### config.mk
export PLATFORM = sky130hd
export DESIGN_NAME = ppu_halo_exchanger_flat
export DESIGN_NICKNAME = d
export VERILOG_FILES = /design/src/rtl/ppu_pkg.sv /design/src/rtl/ppu_halo_exchanger_if.sv /design/src/rtl/ppu_halo_classifier.sv /design/src/rtl/ppu_halo_exchanger.sv /design/src/flat_wrapper.sv
export SDC_FILE = /design/constraint.sdc
export NUM_CORES = 1
export LEC_CHECK = 0
export BUFFER_PORTS_ARGS = -buffer_cell sky130_fd_sc_hd__buf_4
export CORE_ASPECT_RATIO = 1.4
export CORE_UTILIZATION = 45
export CTS_CLUSTER_SIZE = 24
export DETAILED_ROUTE_END_ITERATION = 7
export PLACE_DENSITY = 0.83
export SKIP_LAST_GASP = 1
export SLEW_MARGIN = 0
export SYNTH_ARGS = -nofsm -noshare
export SYNTH_HDL_FRONTEND = slang
export SYNTH_SLANG_ARGS = --single-unit
### constraint.sdc
create_clock -name clk -period 3.5 [get_ports clk]
set_clock_uncertainty 0.2 [all_clocks]
set_input_delay 0.35 -clock clk [delete_from_list [all_inputs] [get_ports clk]]
set_output_delay 0.35 -clock clk [all_outputs]
set_load 0.1 [all_outputs]
### src/rtl/ppu_pkg.sv
// Shared types for the post-processing / halo exchange engine:
// exchange directions, activation bitwidths with their saturation limits,
// and the controller states.
package ppu_pkg;

   localparam int NUM_DIRS = 8;

   // Exchange port order; the numeric value is the port index.
   typedef enum logic [2:0] {
      DIR_N, DIR_NE, DIR_E, DIR_SE, DIR_S, DIR_SW, DIR_W, DIR_NW
   } direction_e;

   typedef enum logic [1:0] {
      BW_8, BW_4, BW_2, BW_1
   } bitwidth_e;

   typedef enum logic [1:0] {
      ST_IDLE, ST_SCAN, ST_DRAIN, ST_WAIT_NEIGHBORS
   } state_e;

   // Largest non-negative value representable at a given activation width.
   function automatic logic [7:0] sat_max(bitwidth_e bw);
      case (bw)
         BW_8:    return 8'd127;
         BW_4:    return 8'd15;
         BW_2:    return 8'd3;
         default: return 8'd1;
      endcase
   endfunction

endpackage

### src/rtl/ppu_halo_exchanger_if.sv
// Buffer read port plus the 8-way neighbour exchange bundle. The engine
// is the master; the tile buffer and the neighbour tiles sit on the slave side.
interface ppu_halo_exchanger_if #(
   parameter int CW             = 8,
   parameter int DATA_WIDTH     = 8,
   parameter int NEIGHBOR_COUNT = 8
);
   logic [CW-1:0]             buffer_read_row;
   logic [CW-1:0]             buffer_read_column;
   logic                      buffer_read_enable;
   logic [DATA_WIDTH-1:0]     buffer_data_read;

   logic [NEIGHBOR_COUNT-1:0] neighbor_cts;
   logic [NEIGHBOR_COUNT-1:0] neighbor_exchange_done;
   logic [DATA_WIDTH-1:0]     neighbor_output_value  [NEIGHBOR_COUNT];
   logic [CW-1:0]             neighbor_output_row    [NEIGHBOR_COUNT];
   logic [CW-1:0]             neighbor_output_column [NEIGHBOR_COUNT];
   logic [NEIGHBOR_COUNT-1:0] neighbor_output_write_enable;

   modport master (
      output buffer_read_row, buffer_read_column, buffer_read_enable,
      input  buffer_data_read,
      input  neighbor_cts, neighbor_exchange_done,
      output neighbor_output_value, neighbor_output_row,
      output neighbor_output_column, neighbor_output_write_enable
   );

   modport slave (
      input  buffer_read_row, buffer_read_column, buffer_read_enable,
      output buffer_data_read,
      output neighbor_cts, neighbor_exchange_done,
      input  neighbor_output_value, neighbor_output_row,
      input  neighbor_output_column, neighbor_output_write_enable
   );
endinterface

### src/rtl/ppu_halo_classifier.sv
// Maps a tile-local coordinate to the set of neighbours whose receptive
// field overlaps it. Tiles narrower than 2H can flag opposite bands at once.
module ppu_halo_classifier
   import ppu_pkg::*;
#(
   parameter int CW             = 8,
   parameter int NEIGHBOR_COUNT = NUM_DIRS
) (
   input  logic [CW-1:0]             row,
   input  logic [CW-1:0]             column,
   input  logic [1:0]                halo,
   input  logic [CW:0]               tile_rows,
   input  logic [CW:0]               tile_columns,
   input  logic [NEIGHBOR_COUNT-1:0] neighbor_present,
   output logic [NEIGHBOR_COUNT-1:0] destination_mask
);
   // Two spare bits so r+H never wraps against the extent.
   localparam int XW = CW + 2;

   logic [XW-1:0]       rx, cx, hx, rows_x, cols_x;
   logic                in_n, in_s, in_w, in_e;
   logic [NUM_DIRS-1:0] raw;

   assign rx     = XW'(row);
   assign cx     = XW'(column);
   assign hx     = XW'(halo);
   assign rows_x = XW'(tile_rows);
   assign cols_x = XW'(tile_columns);

   // Edge bands; r >= rows-H is rewritten as r+H >= rows to avoid underflow.
   assign in_n = rx < hx;
   assign in_s = (rx + hx) >= rows_x;
   assign in_w = cx < hx;
   assign in_e = (cx + hx) >= cols_x;

   // Edge and corner membership, then masked by which neighbours exist.
   always_comb begin
      // NOTE: assign every always_comb output up front so no path can infer a latch.
      raw         = '0;
      raw[DIR_N]  = in_n;
      raw[DIR_NE] = in_n & in_e;
      raw[DIR_E]  = in_e;
      raw[DIR_SE] = in_s & in_e;
      raw[DIR_S]  = in_s;
      raw[DIR_SW] = in_s & in_w;
      raw[DIR_W]  = in_w;
      raw[DIR_NW] = in_n & in_w;
   end

   assign destination_mask = raw & neighbor_present;

endmodule

### src/rtl/ppu_halo_exchanger.sv
// Scans the tile output buffer, applies ReLU + saturation, forwards non-zero
// halo elements to neighbour tiles under clear-to-send, then runs the
// exchange_done / cycle_done barrier.
// Pipeline: issue read (t) -> data + classify (t+1) -> registered send (t+2).
module ppu_halo_exchanger
   import ppu_pkg::*;
#(
   parameter int TILE_SIZE      = 256,
   parameter int NEIGHBOR_COUNT = 8,
   parameter int DATA_WIDTH     = 8
) (
   input  logic                                clk,
   input  logic                                reset_n,
   input  logic [1:0]                          bitwidth,
   input  logic [2:0]                          kernel_size,
   input  logic [$clog2(TILE_SIZE):0]          tile_rows,
   input  logic [$clog2(TILE_SIZE):0]          tile_columns,
   input  logic [NEIGHBOR_COUNT-1:0]           neighbor_present,
   input  logic                                channel_group_done,
   ppu_halo_exchanger_if.master                bus,
   output logic                                exchange_done,
   output logic                                cycle_done,
   output logic                                busy
);
   localparam int CW = $clog2(TILE_SIZE);
   localparam int DW = DATA_WIDTH;
   localparam logic [CW:0] EXT_ONE = (CW+1)'(1);

   state_e                    state, next_state;
   logic [1:0]                halo;
   logic [CW-1:0]             rd_row, rd_col;
   logic                      issue, start_scan, last_issue, col_last;
   logic                      s1_valid, s1_fresh;
   logic [CW-1:0]             s1_row, s1_col;
   logic [DW-1:0]             hold_data, s1_data, s1_result, sat_limit;
   logic [NEIGHBOR_COUNT-1:0] s1_mask, out_mask;
   logic                      out_valid;
   logic [DW-1:0]             out_value;
   logic [CW-1:0]             out_row, out_col;
   logic                      send_ok, stall, pipe_empty, all_done;
   logic                      exchange_done_d, cycle_done_d;

   assign halo       = kernel_size[2:1];
   assign col_last   = ({1'b0, rd_col} == tile_columns - EXT_ONE);
   assign last_issue = ({1'b0, rd_row} == tile_rows - EXT_ONE) && col_last;

   // The held element may leave only when every one of its destinations is ready.
   assign send_ok    = &(bus.neighbor_cts | ~out_mask);
   assign stall      = out_valid & ~send_ok;
   // Nothing left to send after this cycle.
   assign pipe_empty = !s1_valid && !stall;
   assign all_done   = &(bus.neighbor_exchange_done | ~neighbor_present);

   // Controller state register.
   always_ff @(posedge clk or negedge reset_n) begin
      // NOTE: sequential state uses non-blocking assignments so every flop samples pre-edge values.
      if (!reset_n) state <= ST_IDLE;
      else          state <= next_state;
   end

   // Controller next-state logic.
   always_comb begin
      next_state = state;
      case (state)
         ST_IDLE:           if (channel_group_done)
                               next_state = (halo == 2'd0) ? ST_WAIT_NEIGHBORS : ST_SCAN;
         ST_SCAN:           if (issue && last_issue) next_state = ST_DRAIN;
         ST_DRAIN:          if (pipe_empty) next_state = ST_WAIT_NEIGHBORS;
         ST_WAIT_NEIGHBORS: if (all_done) next_state = ST_IDLE;
         default:           next_state = ST_IDLE;
      endcase
   end

   // Controller outputs; exchange_done stays up through the cycle_done pulse.
   always_comb begin
      issue           = (state == ST_SCAN) && !stall;
      start_scan      = (state == ST_IDLE) && channel_group_done && (halo != 2'd0);
      exchange_done_d = (next_state == ST_WAIT_NEIGHBORS) || (state == ST_WAIT_NEIGHBORS);
      cycle_done_d    = (state == ST_WAIT_NEIGHBORS) && all_done;
   end

   // ReLU then clamp to the active bitwidth; read data comes live or from the hold register.
   always_comb begin
      sat_limit = DW'(sat_max(bitwidth_e'(bitwidth)));
      s1_data   = s1_fresh ? bus.buffer_data_read : hold_data;
      s1_result = s1_data;
      if (s1_data[DW-1])            s1_result = '0;
      else if (s1_data > sat_limit) s1_result = sat_limit;
   end

   ppu_halo_classifier #(
      .CW             (CW),
      .NEIGHBOR_COUNT (NEIGHBOR_COUNT)
   ) u_classifier (
      .row              (s1_row),
      .column           (s1_col),
      .halo             (halo),
      .tile_rows        (tile_rows),
      .tile_columns     (tile_columns),
      .neighbor_present (neighbor_present),
      .destination_mask (s1_mask)
   );

   // Scan counters, read/output pipeline and barrier outputs.
   always_ff @(posedge clk or negedge reset_n) begin
      if (!reset_n) begin
         rd_row        <= '0;
         rd_col        <= '0;
         s1_valid      <= 1'b0;
         s1_fresh      <= 1'b0;
         s1_row        <= '0;
         s1_col        <= '0;
         hold_data     <= '0;
         out_valid     <= 1'b0;
         out_mask      <= '0;
         out_value     <= '0;
         out_row       <= '0;
         out_col       <= '0;
         exchange_done <= 1'b0;
         cycle_done    <= 1'b0;
      end else begin
         if (start_scan) begin
            rd_row <= '0;
            rd_col <= '0;
         end else if (issue && !last_issue) begin
            if (col_last) begin
               rd_col <= '0;
               rd_row <= rd_row + CW'(1);
            end else begin
               rd_col <= rd_col + CW'(1);
            end
         end

         if (!stall) begin
            s1_valid  <= issue;
            s1_fresh  <= issue;
            s1_row    <= rd_row;
            s1_col    <= rd_col;
            // Zero results and elements with no live destination never occupy the send stage.
            out_valid <= s1_valid && (s1_result != '0) && (s1_mask != '0);
            out_mask  <= s1_mask;
            out_value <= s1_result;
            out_row   <= s1_row;
            out_col   <= s1_col;
         end else if (s1_fresh) begin
            // Buffer data is only valid one cycle; park it until the stall clears.
            hold_data <= bus.buffer_data_read;
            s1_fresh  <= 1'b0;
         end

         exchange_done <= exchange_done_d;
         cycle_done    <= cycle_done_d;
      end
   end

   assign busy                   = (state != ST_IDLE);
   assign bus.buffer_read_enable = issue;
   assign bus.buffer_read_row    = rd_row;
   assign bus.buffer_read_column = rd_col;
   assign bus.neighbor_output_write_enable = (out_valid && send_ok) ? out_mask : '0;

   for (genvar d = 0; d < NEIGHBOR_COUNT; d++) begin : g_port
      assign bus.neighbor_output_value[d]  = out_value;
      assign bus.neighbor_output_row[d]    = out_row;
      assign bus.neighbor_output_column[d] = out_col;
   end

endmodule

### src/flat_wrapper.sv
// flat-port wrapper written by rule: the top's interface ports become plain ports
module ppu_halo_exchanger_flat import ppu_pkg::*;
#(
   parameter int TILE_SIZE      = 256,
   parameter int NEIGHBOR_COUNT = 8,
   parameter int DATA_WIDTH     = 8
)
  (clk, reset_n, bitwidth, kernel_size, tile_rows, tile_columns, neighbor_present, channel_group_done, exchange_done, cycle_done, busy, bus_buffer_read_row, bus_buffer_read_column, bus_buffer_read_enable, bus_buffer_data_read, bus_neighbor_cts, bus_neighbor_exchange_done, bus_neighbor_output_value, bus_neighbor_output_row, bus_neighbor_output_column, bus_neighbor_output_write_enable);
  ppu_halo_exchanger_if #(.CW((8)), .DATA_WIDTH(DATA_WIDTH), .NEIGHBOR_COUNT(NEIGHBOR_COUNT)) bus_i ();
  input  logic clk;
  input  logic reset_n;
  input  logic [1:0] bitwidth;
  input  logic [2:0] kernel_size;
  input  logic [$clog2(TILE_SIZE):0] tile_rows;
  input  logic [$clog2(TILE_SIZE):0] tile_columns;
  input  logic [NEIGHBOR_COUNT-1:0] neighbor_present;
  input  logic channel_group_done;
  output logic exchange_done;
  output logic cycle_done;
  output logic busy;
  output wire logic [$bits(bus_i.buffer_read_row)-1:0] bus_buffer_read_row;
  output wire logic [$bits(bus_i.buffer_read_column)-1:0] bus_buffer_read_column;
  output wire logic [$bits(bus_i.buffer_read_enable)-1:0] bus_buffer_read_enable;
  input wire logic [$bits(bus_i.buffer_data_read)-1:0] bus_buffer_data_read;
  input wire logic [$bits(bus_i.neighbor_cts)-1:0] bus_neighbor_cts;
  input wire logic [$bits(bus_i.neighbor_exchange_done)-1:0] bus_neighbor_exchange_done;
  output wire logic [$bits(bus_i.neighbor_output_value)-1:0] bus_neighbor_output_value;
  output wire logic [$bits(bus_i.neighbor_output_row)-1:0] bus_neighbor_output_row;
  output wire logic [$bits(bus_i.neighbor_output_column)-1:0] bus_neighbor_output_column;
  output wire logic [$bits(bus_i.neighbor_output_write_enable)-1:0] bus_neighbor_output_write_enable;
  assign bus_buffer_read_row = bus_i.buffer_read_row;
  assign bus_buffer_read_column = bus_i.buffer_read_column;
  assign bus_buffer_read_enable = bus_i.buffer_read_enable;
  assign bus_i.buffer_data_read = bus_buffer_data_read;
  assign bus_i.neighbor_cts = bus_neighbor_cts;
  assign bus_i.neighbor_exchange_done = bus_neighbor_exchange_done;
  assign bus_neighbor_output_value = {>>{bus_i.neighbor_output_value}};
  assign bus_neighbor_output_row = {>>{bus_i.neighbor_output_row}};
  assign bus_neighbor_output_column = {>>{bus_i.neighbor_output_column}};
  assign bus_neighbor_output_write_enable = bus_i.neighbor_output_write_enable;
  ppu_halo_exchanger #(.TILE_SIZE(TILE_SIZE), .NEIGHBOR_COUNT(NEIGHBOR_COUNT), .DATA_WIDTH(DATA_WIDTH)) u_core (.clk(clk), .reset_n(reset_n), .bitwidth(bitwidth), .kernel_size(kernel_size), .tile_rows(tile_rows), .tile_columns(tile_columns), .neighbor_present(neighbor_present), .channel_group_done(channel_group_done), .bus(bus_i), .exchange_done(exchange_done), .cycle_done(cycle_done), .busy(busy));
endmodule
==> impl_metrics.yaml <==
worst_hold_path:
  worstHoldPathType: "primary input to async pin"
die:
  start_util_pct: 45.98
  fp.dieW_um: 102.8
  core_um2: 13910
  die_y_um: 143.1
  rows: 51
  die_area_um2: 14700
  io-pin-count: 278
sta:
  slew_headroom_pct: 35.68
  final_hold_viol_count: 43
  worstMarginPinSlew_ns: 0.9648
  rsz0062_at_grt: "no"
  whs_ns: -0.02732
  maxSlewViolCount: 0
  fin_crit_ns: 3.202
  tns_ns: 0
  setup_viol: 0
  post-route-period-util_pct: 91.50
  timing.fmax_ghz: 0.3123
critical_path:
  cpPeakStageDelay_ns: 0.45
  critPathMostFrequentCell: "ha_1"
  path_cells: "ha_1 > inv_1 > a21o_1 > nand4_1 > xnor2_1 > ha_1 > a2111oi_0 > o21ai_0 > a221oi_1 > buf_4 > nand2b_1 > a21oi_1 > o21a_1"
  critPathKind: "register to register"
  required_ns: 3.52
  crit_path_end_kind: "register"
  cp_data_arrival_time_ns: 3.22
  cp_max_fo: 5
  critPathLaunchType: "register"
  critPathSlowestCell: "dfrtp_1"
synth:
  ys_types: 61
  synthMuxAreaShare_pct: 1.917
  ys_ff_latch: 78
  synth_area_leaders: "dfrtp_1 (31%), buf_4 (20%), nand2_1 (7.7%), ha_1 (7.0%), xnor2_1 (3.7%)"
  synth_top_area_share_pct: 30.52
  netlist_area_um2: 6396
  synth_ff_type: "dfrtp_1"
  synth_edf_count: 0
  synth_cells: 776
  synth.largest_area_cell: "dfrtp_1"
  synthSimpleGateAreaFrac_pct: 19.39
  yosys.area_share.adder_pct: 7.668
  synth-xor-area-share_pct: 5.477
  synth-seq-area-share_pct: 30.52
  synth_compound_area_share_pct: 10.74
  synth_warnings: 0
  synth_top_family_by_area: "buffers and inverters"
  async_flop_share_pct: 100.0
  syn_avg_cell_area_um2: 8.242
run_status:
  outcome: "finished, violations left"
  violations: "negative hold slack"
clock_network:
  cts_tree: "built"
  cts_sinks: 78
  clkLatencyLatePin_ns: 0.34
  clock_path_buffers: 2
  htreeDepth: 3
  clk_pin_slew_worst_paths_ns: 0.06
  cts_resized: 0
  numCtsBuffers: 9
  post_cts_buffers: 0
  postCtsHoldBufs: 0
  cts_root_buf: "clkbuf_16"
cells_and_area:
  antenna_cells: 0
  layoutNonFillerInstCount: 1076
  fillers: 1288
  syn_to_final_growth_pct: 21.19
  mostFrequentLayoutCells: "buf_4 (283), nand2_1 (131), dfrtp_1 (78), inv_1 (52), ha_1 (36)"
  final_nets: 983
  mostFrequentLayoutCell: "buf_4"
  layout-drive-gt1-share_pct: 35.13
route:
  via_per_inst: 5.021
  vias: 5403
  wl_mm: 16.21
  first_pass_iters: 5
  drcViolationCount: 0
  routedWlPerCell_um: 15.06
  drt_iter0_drc: 224
  ant_nets: 0
grt:
  antenna_found_initial: 0
  grt_max_degree: 79
  grt_pass1_vias: 4879
  track_usage_pct: 21.67
  grt_pass1_wl_mm: 24.61
  grt_overflow: 0
flow_run:
  drv_cap: 0
placement:
  portBuffers: 268
  hpwl_mm: 12.63
  gp_congestion: 0.8824
  placed_cells: 1061
cells in the mapped netlist (all sizes together) (3+ instances only):
cell       n
nor2      30
nor3      10
nand3     25
nor2b      5
inv       53
buf      173
or3        5
a22o       3
nand3b     3
a21oi     20
o22ai      7
a21o       9
and3       7
or4        4
o211ai     3
a211oi     4
o21ai     31
mux2i     10
xnor2     27
nand4      4
o2111ai    4
dfrtp     78
and2      11
o31ai      5
o21a       4
nand2b     8
xor2      13
clkbuf    17
nand2    131
nor4       8
ha        36
logic make-up after synthesis:
family                   after synthesis
other                                  1
AND/OR/NAND/NOR                      260
flip-flops                            78
XOR/XNOR                              40
multiplexers                          12
AO/OA/AOI/OAI                        104
buffers and inverters                243
adder cells (fa/ha/maj)               38
registers in the layout, summed over array words and instances, names as in the netlist, 2 cells and up:
name                           count
u_core.bus.buffer_read_row         8
u_core.s1_col                      8
u_core.hold_data                   8
u_core.out_col                     8
u_core.out_value                   7
u_core.out_mask                    8
u_core.bus.buffer_read_column      8
u_core.state                       2
u_core.s1_row                      8
u_core.out_row                     8
per-layer routing:
metal	vias to the layer above	track usage [%]	share of wire, %
li1	2622	-	-
met1	2549	27.38	41
met2	198	37.54	51
met3	34	2.007	5.3
met4	0	8.673	2.4
met5	-	0	0
area by class of cell:
class | count | area [µm²] | area share, %
clock buffer | 12 | 266.5 | 3.438
timing repair buffer | 283 | 2125 | 27.41
sequential | 78 | 1952 | 25.18
inverter | 53 | 198.9 | 2.567
tap | 185 | 231.5 | 2.986
clock inverter | 3 | 42.54 | 0.5488
multi-input combinational | 462 | 2935 | 37.87
through the flow:
stage	worst slack (ns)	instance area, µm²	hold slack [ns]	util (%)
2_1_floorplan	0.2791	6422	-0.1456	-
3_3_place_gp	0.2501	7442	0.2609	53.50
3_5_place_dp	0.2125	7442	0.2717	53.50
4_1_cts	0.3357	7751	0.008713	55.72
5_1_grt	0.1498	7751	0.05205	55.72
6_report	0.2975	7751	-0.02732	55.72
critical path: cells and delay by family (launching register included):
| kind | cells | cell delay, ns |
|---|---|---|
| AOI/OAI and AO/OA | 6 | 1.15 |
| buffers and inverters | 2 | 0.25 |
| xor gates and xnor gates | 1 | 0.17 |
| DFF | 1 | 0.45 |
| and+or+nand+nor | 2 | 0.26 |
| adders and majority gates | 2 | 0.59 |
worst paths after layout:
| check | from | cells past startpoint | slack (ns) | endpoint |
|---|---|---|---|---|
| max in group asynchronous | reset_n | 1 | 2.51 | u_core.out_row[1]$_DFFE_PN0N_ |
| min in group clk | neighbor_present[0] | 3 | 0.07 | u_core.out_mask[0]$_DFFE_PN0N_ |
| setup reg to reg | u_core.s1_col[1]$_DFFE_PN0N_ | 13 | 0.30 | u_core.out_valid$_DFFE_PN0N_ |
| setup / recovery | u_core.s1_col[1]$_DFFE_PN0N_ | 13 | 0.30 | u_core.out_valid$_DFFE_PN0N_ |
| hold reg to reg | u_core.hold_data[3]$_DFFE_PN0P_ | 2 | 0.29 | u_core.hold_data[3]$_DFFE_PN0P_ |
| hold / removal | reset_n | 1 | -0.03 | u_core.hold_data[4]$_DFFE_PN0P_ |
Power is left out: the tool's default activity adds up to more than one toggle a clock period on the data nets, which glitch-free logic cannot reach.
